**config.mk**
```make
export PLATFORM = sky130hd
export DESIGN_NAME = fifo_fwft
export DESIGN_NICKNAME = d
export VERILOG_FILES = /design/src/rtl/fifo_fwft_pkg.sv /design/src/rtl/fifo_fwft_mem_1r1w.sv /design/src/rtl/fifo_fwft.sv
export SDC_FILE = /design/constraint.sdc
export NUM_CORES = 1
export LEC_CHECK = 0
export BUFFER_PORTS_ARGS = -buffer_cell sky130_fd_sc_hd__buf_2
export CORE_MARGIN = 8
export CORE_UTILIZATION = 60
export CTS_BUF_LIST = sky130_fd_sc_hd__clkbuf_8
export CTS_CLUSTER_DIAMETER = 50
export DETAILED_ROUTE_END_ITERATION = 10
export PLACE_DENSITY = 0.88
export SKIP_CTS_REPAIR_TIMING = 1
export SLEW_MARGIN = 20
export SYNTH_ARGS = -nofsm -noshare
export SYNTH_HDL_FRONTEND = slang
export SYNTH_HIERARCHICAL = 1
export SYNTH_SLANG_ARGS = --single-unit
```
**constraint.sdc**
```tcl
create_clock -name clk -period 10.8 [get_ports clk]
set_input_delay 1.62 -clock clk [delete_from_list [all_inputs] [get_ports clk]]
set_output_delay 1.62 -clock clk [all_outputs]
set_load 0.05 [all_outputs]
```
**src/rtl/fifo_fwft_pkg.sv**
```systemverilog
// Shared constants, FSM encoding and width helpers for the FWFT FIFO.
package fifo_fwft_pkg;

  localparam int unsigned DEFAULT_DATA_WIDTH = 32;
  localparam int unsigned DEFAULT_FIFO_DEPTH = 8;

  // Output register occupancy; the state bit doubles as pop_valid_o.
  typedef enum logic {
    OUT_EMPTY = 1'b0,
    OUT_VALID = 1'b1
  } out_state_e;

  // Pointer width for the backing memory of a FIFO of the given total depth.
  function automatic int unsigned ptr_width(input int unsigned depth);
    return (depth > 2) ? $clog2(depth - 1) : 1;
  endfunction

  // Width needed to hold a count from 0 to depth inclusive.
  function automatic int unsigned cnt_width(input int unsigned depth);
    return $clog2(depth + 1);
  endfunction

endpackage

```
**src/rtl/fifo_fwft_mem_1r1w.sv**
```systemverilog
// Storage array: synchronous write, asynchronous read, no reset.
module fifo_mem_1r1w
  import fifo_fwft_pkg::*;
#(
  parameter int unsigned DATA_WIDTH = DEFAULT_DATA_WIDTH,
  parameter int unsigned DEPTH      = DEFAULT_FIFO_DEPTH - 1
) (
  input  logic                          clk,
  input  logic                          we_i,
  input  logic [ptr_width(DEPTH+1)-1:0] waddr_i,
  input  logic [DATA_WIDTH-1:0]         wdata_i,
  input  logic [ptr_width(DEPTH+1)-1:0] raddr_i,
  output logic [DATA_WIDTH-1:0]         rdata_o
);

  logic [DATA_WIDTH-1:0] mem [DEPTH];

  // Write port; a same-cycle read of this entry still sees the old word.
  always_ff @(posedge clk) begin
    if (we_i) begin
      mem[waddr_i] <= wdata_i;
    end
  end

  assign rdata_o = mem[raddr_i];

endmodule

```
**src/rtl/fifo_fwft.sv**
```systemverilog
// First-word-fall-through FIFO: registered head word plus a DEPTH-1 entry memory.
module fifo_fwft
  import fifo_fwft_pkg::*;
#(
  parameter int unsigned DATA_WIDTH = DEFAULT_DATA_WIDTH,
  parameter int unsigned FIFO_DEPTH = DEFAULT_FIFO_DEPTH,
  parameter int unsigned AF_THR     = FIFO_DEPTH - 1,
  parameter int unsigned AE_THR     = 1
) (
  input  logic                             clk,
  input  logic                             rst_n,
  input  logic                             flush_i,
  input  logic [DATA_WIDTH-1:0]            push_data_i,
  input  logic                             push_valid_i,
  output logic                             push_grant_o,
  output logic [DATA_WIDTH-1:0]            pop_data_o,
  output logic                             pop_valid_o,
  input  logic                             pop_grant_i,
  output logic [cnt_width(FIFO_DEPTH)-1:0] count_o,
  output logic                             almost_full_o,
  output logic                             almost_empty_o
);

  localparam int unsigned MEM_DEPTH = FIFO_DEPTH - 1;
  localparam int unsigned PTR_W     = ptr_width(FIFO_DEPTH);
  localparam int unsigned CNT_W     = cnt_width(FIFO_DEPTH);

  // Reject illegal configurations at elaboration.
  if (FIFO_DEPTH < 2) begin : g_bad_depth
    $error("fifo_fwft: FIFO_DEPTH must be >= 2");
  end
  if (AF_THR < 1 || AF_THR > FIFO_DEPTH) begin : g_bad_af
    $error("fifo_fwft: AF_THR out of range 1..FIFO_DEPTH");
  end
  if (AE_THR > FIFO_DEPTH - 1) begin : g_bad_ae
    $error("fifo_fwft: AE_THR out of range 0..FIFO_DEPTH-1");
  end

  out_state_e            out_state_q, out_state_d;
  logic [CNT_W-1:0]      count_q, count_d;
  logic [PTR_W-1:0]      rd_ptr_q, rd_ptr_d;
  logic [PTR_W-1:0]      wr_ptr_q, wr_ptr_d;
  logic [DATA_WIDTH-1:0] data_q, data_d;
  logic                  data_ld;
  logic                  mem_we;
  logic [DATA_WIDTH-1:0] mem_rdata;
  logic [CNT_W-1:0]      mem_count;
  logic                  push_acc;
  logic                  pop_acc;
  logic                  out_upd;

  // Handshake and flag decode from registered state only.
  assign pop_valid_o    = (out_state_q == OUT_VALID);
  assign push_grant_o   = rst_n & (count_q < CNT_W'(FIFO_DEPTH));
  assign pop_data_o     = data_q;
  assign count_o        = count_q;
  assign almost_full_o  = (count_q >= CNT_W'(AF_THR));
  assign almost_empty_o = (count_q <= CNT_W'(AE_THR));

  assign push_acc  = push_valid_i & push_grant_o;
  assign pop_acc   = pop_valid_o & pop_grant_i;
  assign mem_count = count_q - CNT_W'(pop_valid_o);
  assign out_upd   = pop_acc | ~pop_valid_o;

  // Pointer increment with explicit wrap for non-power-of-2 memories.
  function automatic logic [PTR_W-1:0] ptr_inc(input logic [PTR_W-1:0] p);
    return (p == PTR_W'(MEM_DEPTH - 1)) ? '0 : p + PTR_W'(1);
  endfunction

  // State registers.
  always_ff @(posedge clk or negedge rst_n) begin
    if (!rst_n) begin
      out_state_q <= OUT_EMPTY;
      count_q     <= '0;
      rd_ptr_q    <= '0;
      wr_ptr_q    <= '0;
      data_q      <= '0;
    end else begin
      out_state_q <= out_state_d;
      count_q     <= count_d;
      rd_ptr_q    <= rd_ptr_d;
      wr_ptr_q    <= wr_ptr_d;
      if (data_ld) begin
        data_q <= data_d;
      end
    end
  end

  // Next-state: refill/bypass the output register, write memory, track count.
  always_comb begin
    out_state_d = out_state_q;
    count_d     = count_q;
    rd_ptr_d    = rd_ptr_q;
    wr_ptr_d    = wr_ptr_q;
    data_d      = data_q;
    data_ld     = 1'b0;
    mem_we      = 1'b0;

    if (flush_i) begin
      out_state_d = OUT_EMPTY;
      count_d     = '0;
      rd_ptr_d    = '0;
      wr_ptr_d    = '0;
    end else begin
      if (out_upd) begin
        if (mem_count != '0) begin
          data_d      = mem_rdata;
          data_ld     = 1'b1;
          rd_ptr_d    = ptr_inc(rd_ptr_q);
          out_state_d = OUT_VALID;
        end else if (push_acc) begin
          data_d      = push_data_i;
          data_ld     = 1'b1;
          out_state_d = OUT_VALID;
        end else begin
          out_state_d = OUT_EMPTY;
        end
      end

      // Any accepted push not taken by the bypass goes to memory.
      if (push_acc && !(out_upd && mem_count == '0)) begin
        mem_we   = 1'b1;
        wr_ptr_d = ptr_inc(wr_ptr_q);
      end

      if (push_acc && !pop_acc) begin
        count_d = count_q + CNT_W'(1);
      end else if (pop_acc && !push_acc) begin
        count_d = count_q - CNT_W'(1);
      end
    end
  end

  fifo_mem_1r1w #(
    .DATA_WIDTH (DATA_WIDTH),
    .DEPTH      (MEM_DEPTH)
  ) u_mem (
    .clk     (clk),
    .we_i    (mem_we),
    .waddr_i (wr_ptr_q),
    .wdata_i (push_data_i),
    .raddr_i (rd_ptr_q),
    .rdata_o (mem_rdata)
  );

endmodule
```
# After elaboration in Yosys (flattened, before gate mapping)
# Memories as Yosys holds them, arrays and structs flattened.
# Cells that the tools add are included.
[word_totals] reg_bits=43 ram_bits=224 elab_cells=60 memories=1
[mem_list] name="u_mem.mem" words=7 width=32 rd=1 rd_ports_with_merged_regs=0 wr=1 line="fifo_fwft_mem_1r1w.sv:16" rtl="logic [DATA_WIDTH-1:0] mem [DEPTH];"
[classes] addsub=5 order_cmp=3 eq_ne=2 n_mux=22 bitwise_logic=6 reduce_logical=16
[op_table] op="$mux W32" count=2
[op_table] op="$mux W3" count=7
[op_table] op="$mux W4" count=3
[op_table] op="$mux W1" count=10
[op_table] op="$reduce_bool A2 Y1" count=4
[op_table] op="$add A3 B1 Y3 const B" count=2
[op_table] op="$eq A3 B3 Y1 const B" count=2
[op_table] op="$add A4 B1 Y4 const B" count=1
[op_table] op="$ge A4 B3 Y1 const B" count=1
[op_table] op="$le A4 B1 Y1 const B" count=1
[op_table] op="$logic_and A1 B1 Y1" count=4
[op_table] op="$logic_not A4 Y1" count=1
[op_table] op="$lt A4 B4 Y1 const B" count=1
[op_table] op="$reduce_and A4 Y1" count=1
[op_table] op="$reduce_bool A4 Y1" count=1
[op_table] op="$sub A4 B1 Y4" count=1
[op_table] op="$sub A4 B1 Y4 const B" count=1
[op_table] op="$and A1 B1 Y1" count=3
[op_table] op="$logic_not A1 Y1" count=3
[op_table] op="$reduce_bool A3 Y1" count=1
[op_table] op="$not A1 Y1" count=2
[op_table] op="$reduce_and A2 Y1" count=1
[op_table] op="$or A1 B1 Y1" count=1

# Logic depth before layout (Yosys ltp)
# Gate-level depths: netlist of the first run.
[depth] word_depth=9 ltp_mapped=8 ltp_nobuf=7

# Modules after synthesis
# The synthesis of the first run kept the hierarchy.
[modules_own_cells] mod="fifo_mem_1r1w" n_inst=1 cells_per_inst=459 area_per_inst_um2=9203.8
[modules_own_cells] mod="fifo_fwft" n_inst=1 cells_per_inst=217 area_per_inst_um2=2389.8

# Worst setup path after synthesis of the first run
# OpenSTA, ideal clock, no wires.
[synth_timing] path_kind="input -> register" startpoint="in pop_grant_i" endpoint="mem u_mem/mem[0][0] (netlist bit), enable pin" setup_time_ns=0.461 arrival_ns=4.483 t_required_ns=10.339 setup_slack_ns=5.856 path_stages=5 path_buffers=0 cell_sequence="nand2b_1 a31o_2 nor2_1 nand2b_1 nor3_1"
[synth_between] elab_chain_cells=9
[synth_lines] item="from (decl)" line="fifo_fwft.sv:18" rtl="input logic pop_grant_i,"
[synth_lines] item="$and A1 B1 Y1" line="fifo_fwft.sv:61" rtl="assign pop_acc = pop_valid_o & pop_grant_i;"
[synth_lines] item="$or A1 B1 Y1" line="fifo_fwft.sv:63" rtl="assign out_upd = pop_acc | ~pop_valid_o;"
[synth_lines] item="$logic_and A1 B1 Y1" line="fifo_fwft.sv:121" rtl="if (push_acc && !(out_upd && mem_count == '0)) begin"
[synth_lines] item="$logic_not A1 Y1" line="fifo_fwft.sv:121"
[synth_lines] item="$logic_and A1 B1 Y1" line="fifo_fwft.sv:121"
[synth_lines] item="$mux W1" line="fifo_fwft.sv:121"
[synth_lines] item="$mux W1" line="fifo_fwft.sv:99" rtl="if (flush_i) begin"
[synth_lines] item="net mem_we" line="fifo_fwft.sv:45" rtl="logic mem_we;"
[synth_lines] item="$mux W1" line="fifo_fwft_mem_1r1w.sv:20" rtl="if (we_i) begin"
[synth_lines] item="$mux W1 (implied by the code)" line="fifo_fwft_mem_1r1w.sv:21" rtl="mem[waddr_i] <= wdata_i;"
[synth_lines] item="to (decl)" line="fifo_fwft_mem_1r1w.sv:16"
# The timed path passes the listed nets, and every way through them passes these cells.

# Worst setup path after layout of the first run
[layout_timing] startpoint="in rst_n" endpoint="out push_grant_o"
[layout_between] elab_chain_cells=1
[layout_lines] item="from (decl)" line="fifo_fwft.sv:11" rtl="input logic rst_n,"
[layout_lines] item="$and A1 B1 Y1" line="fifo_fwft.sv:54" rtl="assign push_grant_o = rst_n & (count_q < CNT_W'(FIFO_DEPTH));"
[layout_lines] item="to (decl)" line="fifo_fwft.sv:15" rtl="output logic push_grant_o,"
# Every way passes these cells.

==> results.cfg, run 1 <==
[critical_path]
arrival_ps = 2700
setup.worst_path.end_class = output port
cp_max_fo = 46
cp.buffers_inverters = 3
path_cells = buf_2 > buf_4 > and2b_1 > buf_2
path_depth = 4
r2r_start = count_o[0]
crit_top_cell = buf_2
r2r-end = u_mem/mem[0][9]
startpoint_type = primary input
crit_family = buffers and inverters
slowest_stage = buf_4
cp.required_ps = 9180
reg2reg_slack_ps = 7600
reg2regPathDepth = 8
cpPeakStageDelay_ps = 530
critPathKind = primary input to output port

[layout]
syn_to_final_growth_pct = 11.4
layout-drive-gt1-share_pct = 35.2
nets = 807
final_cells = 1064
fillerInstances = 1206

[yosys]
synth_top_cells_by_count = edfxtp_1, mux2i_1, dfrtp_1
yosys_register_bits = 267
ys_seq_area_share_pct = 67.3
synth_ff_type = edfxtp_1
synthArstFlopShare_pct = 16.1
yosys.area.top_type = edfxtp_1
syn_area_per_cell_um2 = 17.2
yosys.cell_types.count = 48
synthTopCellsByArea = edfxtp_1, dfrtp_1, mux2i_1, mux2_4, o221ai_2
synth.most_common_cell = edfxtp_1
yosysTopAreaCellShare_pct = 58.0
synth-edff-count = 224
netlist_area_mm2 = 0.0116
ys_warn_count = 6
syn-num-nets = 717
synthCells = 676

[clocking]
cts_htree_levels = 2
clockBufferDepth = 3
tritoncts = done
clkLatencyLatePin_ps = 530
cts_root_buf = clkbuf_8
cts.sink_count = 267
clkSlewWorstSetupHoldPaths_ps = 60
cts_buffers = 42

[floorplanning]
core-area_mm2 = 0.0192
die_area_mm2 = 0.0240
die_height_um = 155
fp-row-count = 51
initial_utilization_pct = 60.4
ios = 77
fp.dieW_um = 155

[timing]
finalCriticalPeriod_ps = 4320
fin_setup_tns_ps = 0
slew_violations = 0
max_slew.worst_pin.slew_ps = 1080
fin_skew_ps = 10.8
period_share_pct = 40.0
max_slew_margin_pct = 27.8
rsz0062_at_grt = no
finalSetupViolations = 0
max_freq_mhz = 231
hold_viol_final = 0

[hold_path]
hold_end = pop_data_o[20]
hold_path_startpoint = pop_data_o[20]
hp-class = register to register
worstHoldPathCells = 2

[placed_design]
portBuffers = 76
gp_congestion = 0.824
dpl.hpwl_um = 13300
place_inst = 986

[global_routing]
grt_pass1_wl_um = 35100
grt_max_degree = 53
grt_use_total_pct = 18.6
grt_antenna_before_repair = 1
grt_pass1_vias = 6752
grt_overflow_total = 0

[pwr]
leakagePower_nw = 4.28
powerDensity_mw_per_mm2 = 224
max-vdd-ir-drop_mv = 0.139

[drt]
via_per_inst = 5.75
drc = 0
antenna_left = 0
first_pass_iters = 5
drtIter0Drc = 421
wire_per_inst_um = 20.6
via_count = 6117
wl_um = 21900

[run]
drv_cap = 0

[outcome]
status = finished clean
[layout by cell type (no fill, tap or decap), types with 2 or more instances in the layout]
cell type and n:
o21ai_0 5, a31oi_1 3, nand2b_1 36, o221ai_2 30
buf_4 10, nor3_1 2, buf_2 76, nand4_1 2
clkinvlp_4 2, o211ai_1 2, edfxtp_1 224, nor2_1 37
clkbuf_8 46, o221ai_1 2, a21oi_1 13, bufinv_16 2
nand2_1 7, clkinv_1 5, nand3_1 3, nand4b_1 2
mux2_4 30, mux2i_1 97, dfrtp_1 40, o211ai_2 30
nor2_4 5, dfrtp_2 2, nor2b_1 2, inv_1 23
ha_1 4, a21oi_2 28, mux2_2 3
[worst max-delay path by stage]
stage	startpoint	to	slack, ps
final	rst_n	push_grant_o	6480
after global routing	rst_n	push_grant_o	6330
after CTS	rst_n	u_mem/mem[0][10]	6340
after detailed placement	rst_n	u_mem/mem[0][8]	5860
after global placement	rst_n	u_mem/mem[0][7]	6060
after floorplan	pop_grant_i	u_mem/mem[0][0]	5860
[worst reg2reg max path, stage by stage (launching register included)]
cell and delay [ps]:
dfrtp_1 440, inv_1 120, ha_1 300, nor3b_4 180, a31o_2 290, nor2_1 130
nand2b_1 260, nor3_4 690, buf_4 450
[metrics by stage]
stage               hold slack (ps)  total power [mW]  worst slack (ps)  cell area (um2)  utilization (%)
floorplan                       569              1.98              5860            11600                -
global placement                495              2.09              6060            12100             62.9
detailed placement              501              2.12              5860            12100             62.9
CTS                             514              2.92              6340            12900             67.1
global route                    547              3.03              6330            12900             67.2
finish                          510              2.90              6480            12900             67.2
[registers in the layout, summed over array words and instances (netlist names)]
register and count:
count_o 4, u_mem/mem 224, wr_ptr_q 3, rd_ptr_q 3, pop_data_o 32, pop_valid_o 1
[power breakdown]
part           internal (mW)  switching (mW)
logic                  0.275           0.580
clock network          0.439           0.367
registers               1.19          0.0435
total                   1.91           0.991
[cells by family after synthesis]
kind of cell / synth area share [%]
flip-flops: 67.3
multiplexers: 12.6
AO/OA/AOI/OAI: 11.0
AND/OR/NAND/NOR: 5.23
buffers and inverters: 3.17
adder cells (fa/ha/maj): 0.432
XOR/XNOR: 0.313
[final cells by class]
cell class / instances / area, um2 / share of cell area [%]
antenna: 1 / 2.50 / 0.0194
timing repair buffer: 87 / 470 / 3.64
tap: 265 / 332 / 2.57
clock buffer: 46 / 633 / 4.90
sequential: 267 / 7810 / 60.5
clock inverter: 30 / 174 / 1.35
inverter: 3 / 11.3 / 0.0872
multi-input combinational: 365 / 3480 / 27.0
[routing by layer]
layer | vias to the layer above | track usage (%) | wire length (um)
met1 | 3047 | 21.5 | 8750
met3 | 42 | 4.19 | 1130
met5 | - | 0 | 0
met4 | 0 | 6.53 | 553
li1 | 2823 | - | -
met2 | 205 | 33.3 | 11500
No activity file was read; power rests on OpenSTA's default activity.
==> inputs of run 2 (changes only) <==
- clock period: 10.8 -> 4.3 ns (I/O delays scaled with it)
==> run 2 against run 1 <==
  * Clock-buffer cell count is 2 higher
  * Register-to-register slack worse by 6300 ps
  * Clock power rose to 2.7 times the previous value
  * Sequential share of layout area shrank 0.38 points
  * Design area grew 0.64%
  * Utilization is 0.43 points higher
  * Highest routed layer is now met5
==> results.cfg, run 2 (synthesized netlist as in run 1, its figures left out) <==
[outcome]
status = finished clean

[run]
drv_cap = 0

[floorplanning]
fp-row-count = 51
die_height_um = 155
die_area_mm2 = 0.0240
core-area_mm2 = 0.0192
fp.dieW_um = 155
initial_utilization_pct = 60.4
ios = 77

[pwr]
max-vdd-ir-drop_mv = 0.449
leakagePower_nw = 4.30
powerDensity_mw_per_mm2 = 573
finalPower_mw = 7.45

[layout]
layout_common_cells = edfxtp_1, mux2i_1, buf_2, clkbuf_8, dfrtp_1
nets = 806
n_antenna_cell = 0
max_flop_register = u_mem/mem
fillerInstances = 1237
final_common_cell = edfxtp_1
largest_reg_flops = 224
syn_to_final_growth_pct = 12.1
final_util_pct = 67.7
layout-drive-gt1-share_pct = 36.3
final_area_mm2 = 0.0130

[drt]
wire_per_inst_um = 21.2
first_pass_iters = 4
drc = 0
antenna_left = 0
via_count = 6178
wl_um = 22500
drtIter0Drc = 362
via_per_inst = 5.82

[critical_path]
r2r-end = u_mem/mem[2][22]
cp.required_ps = 4440
arrival_ps = 3150
r2r_start = count_o[0]
startpoint_type = register
slowest_stage = nor2_4
cpPeakStageDelay_ps = 900
cp_max_fo = 32
critPathKind = register to register
setup.worst_path.end_class = register
reg2regPathDepth = 7
path_cells = inv_1 > ha_1 > nor3b_4 > a31o_2 > nor2_1 > nand2b_1 > nor2_4
reg2reg_slack_ps = 1280

[timing]
finalCriticalPeriod_ps = 3020
fin_setup_tns_ps = 0
fin_ws_ps = 1280
max_freq_mhz = 331
period_share_pct = 70.2
finalSetupViolations = 0
fin_skew_ps = 24.4
slew_violations = 0
max_slew.worst_pin.slew_ps = 1120
rsz0062_at_grt = no
max_slew_margin_pct = 25.2
hold_viol_final = 0

[global_routing]
grt_use_met1_pct = 21.8
use_met3_pct = 3.77
grt_use_total_pct = 18.8
grt_pass1_vias = 6560
gr-usage-met2_pct = 34.2
grt_overflow_total = 0
busiest_layer = met2
grt_pass1_wl_um = 35200
grt_max_degree = 65
grt_antenna_before_repair = 2

[placed_design]
dpl.hpwl_um = 13200
place_area_mm2 = 0.0121
gp_congestion = 0.834
dp_slack_ps = 1230
portBuffers = 76

[clocking]
clkSlewWorstSetupHoldPaths_ps = 70
cts.sink_count = 267
clkLatencyLatePin_ps = 540
clockBufferDepth = 3
cts_root_buf = clkbuf_8
cts_buffers = 41
tritoncts = done
cts_htree_levels = 2

[hold_path]
hp-class = primary input to asynchronous set/reset pin
-- run 2: final cells by class --
type | instances | area (um2) | share of cell area (%)
Multi-Input combinational cell | 365 | 3490 | 26.8
Clock inverter | 26 | 214 | 1.65
Tap cell | 265 | 332 | 2.55
Clock buffer | 48 | 661 | 5.08
Sequential cell | 267 | 7810 | 60.1
Inverter | 3 | 11.3 | 0.0867
Timing Repair Buffer | 87 | 483 | 3.72
-- run 2: metal layers --
layer	wire, um	vias to the layer above
li1	-	2819
met1	8740	3131
met2	12100	179
met3	1240	45
met4	446	4
met5	20	-
-- run 2: how the worst max path moves through the flow --
stage	startpoint	to	slack [ps]
floorplan	count_o[0]	u_mem/mem[2][0]	670
global placement	count_o[0]	u_mem/mem[4][1]	1370
detailed placement	count_o[0]	u_mem/mem[4][0]	1230
CTS	count_o[0]	u_mem/mem[4][3]	1200
global route	count_o[0]	u_mem/mem[1][29]	1100
finish	count_o[0]	u_mem/mem[2][22]	1280
-- run 2: metrics by stage --
step,instances,hold slack (ps)
2_1_floorplan,676,349
3_3_place_gp,986,497
3_5_place_dp,986,502
4_1_cts,1060,275
5_1_grt,1061,320
6_report,1061,263
-- run 2: worst max-delay path: cells and delay by family, from the launching register on --
kind                       cells  cell delay, ps
and+or+nand+nor                4            1450
DFF                            1             450
adders and majority gates      1             300
AOI/OAI and AO/OA              1             280
buffers and inverters          1             120
-- run 2: where the power goes --
| part | switching, mW | internal [mW] |
|---|---|---|
| clock | 0.929 | 1.26 |
| combinational | 1.43 | 0.691 |
| sequential | 0.148 | 3.00 |
| total | 2.50 | 4.95 |
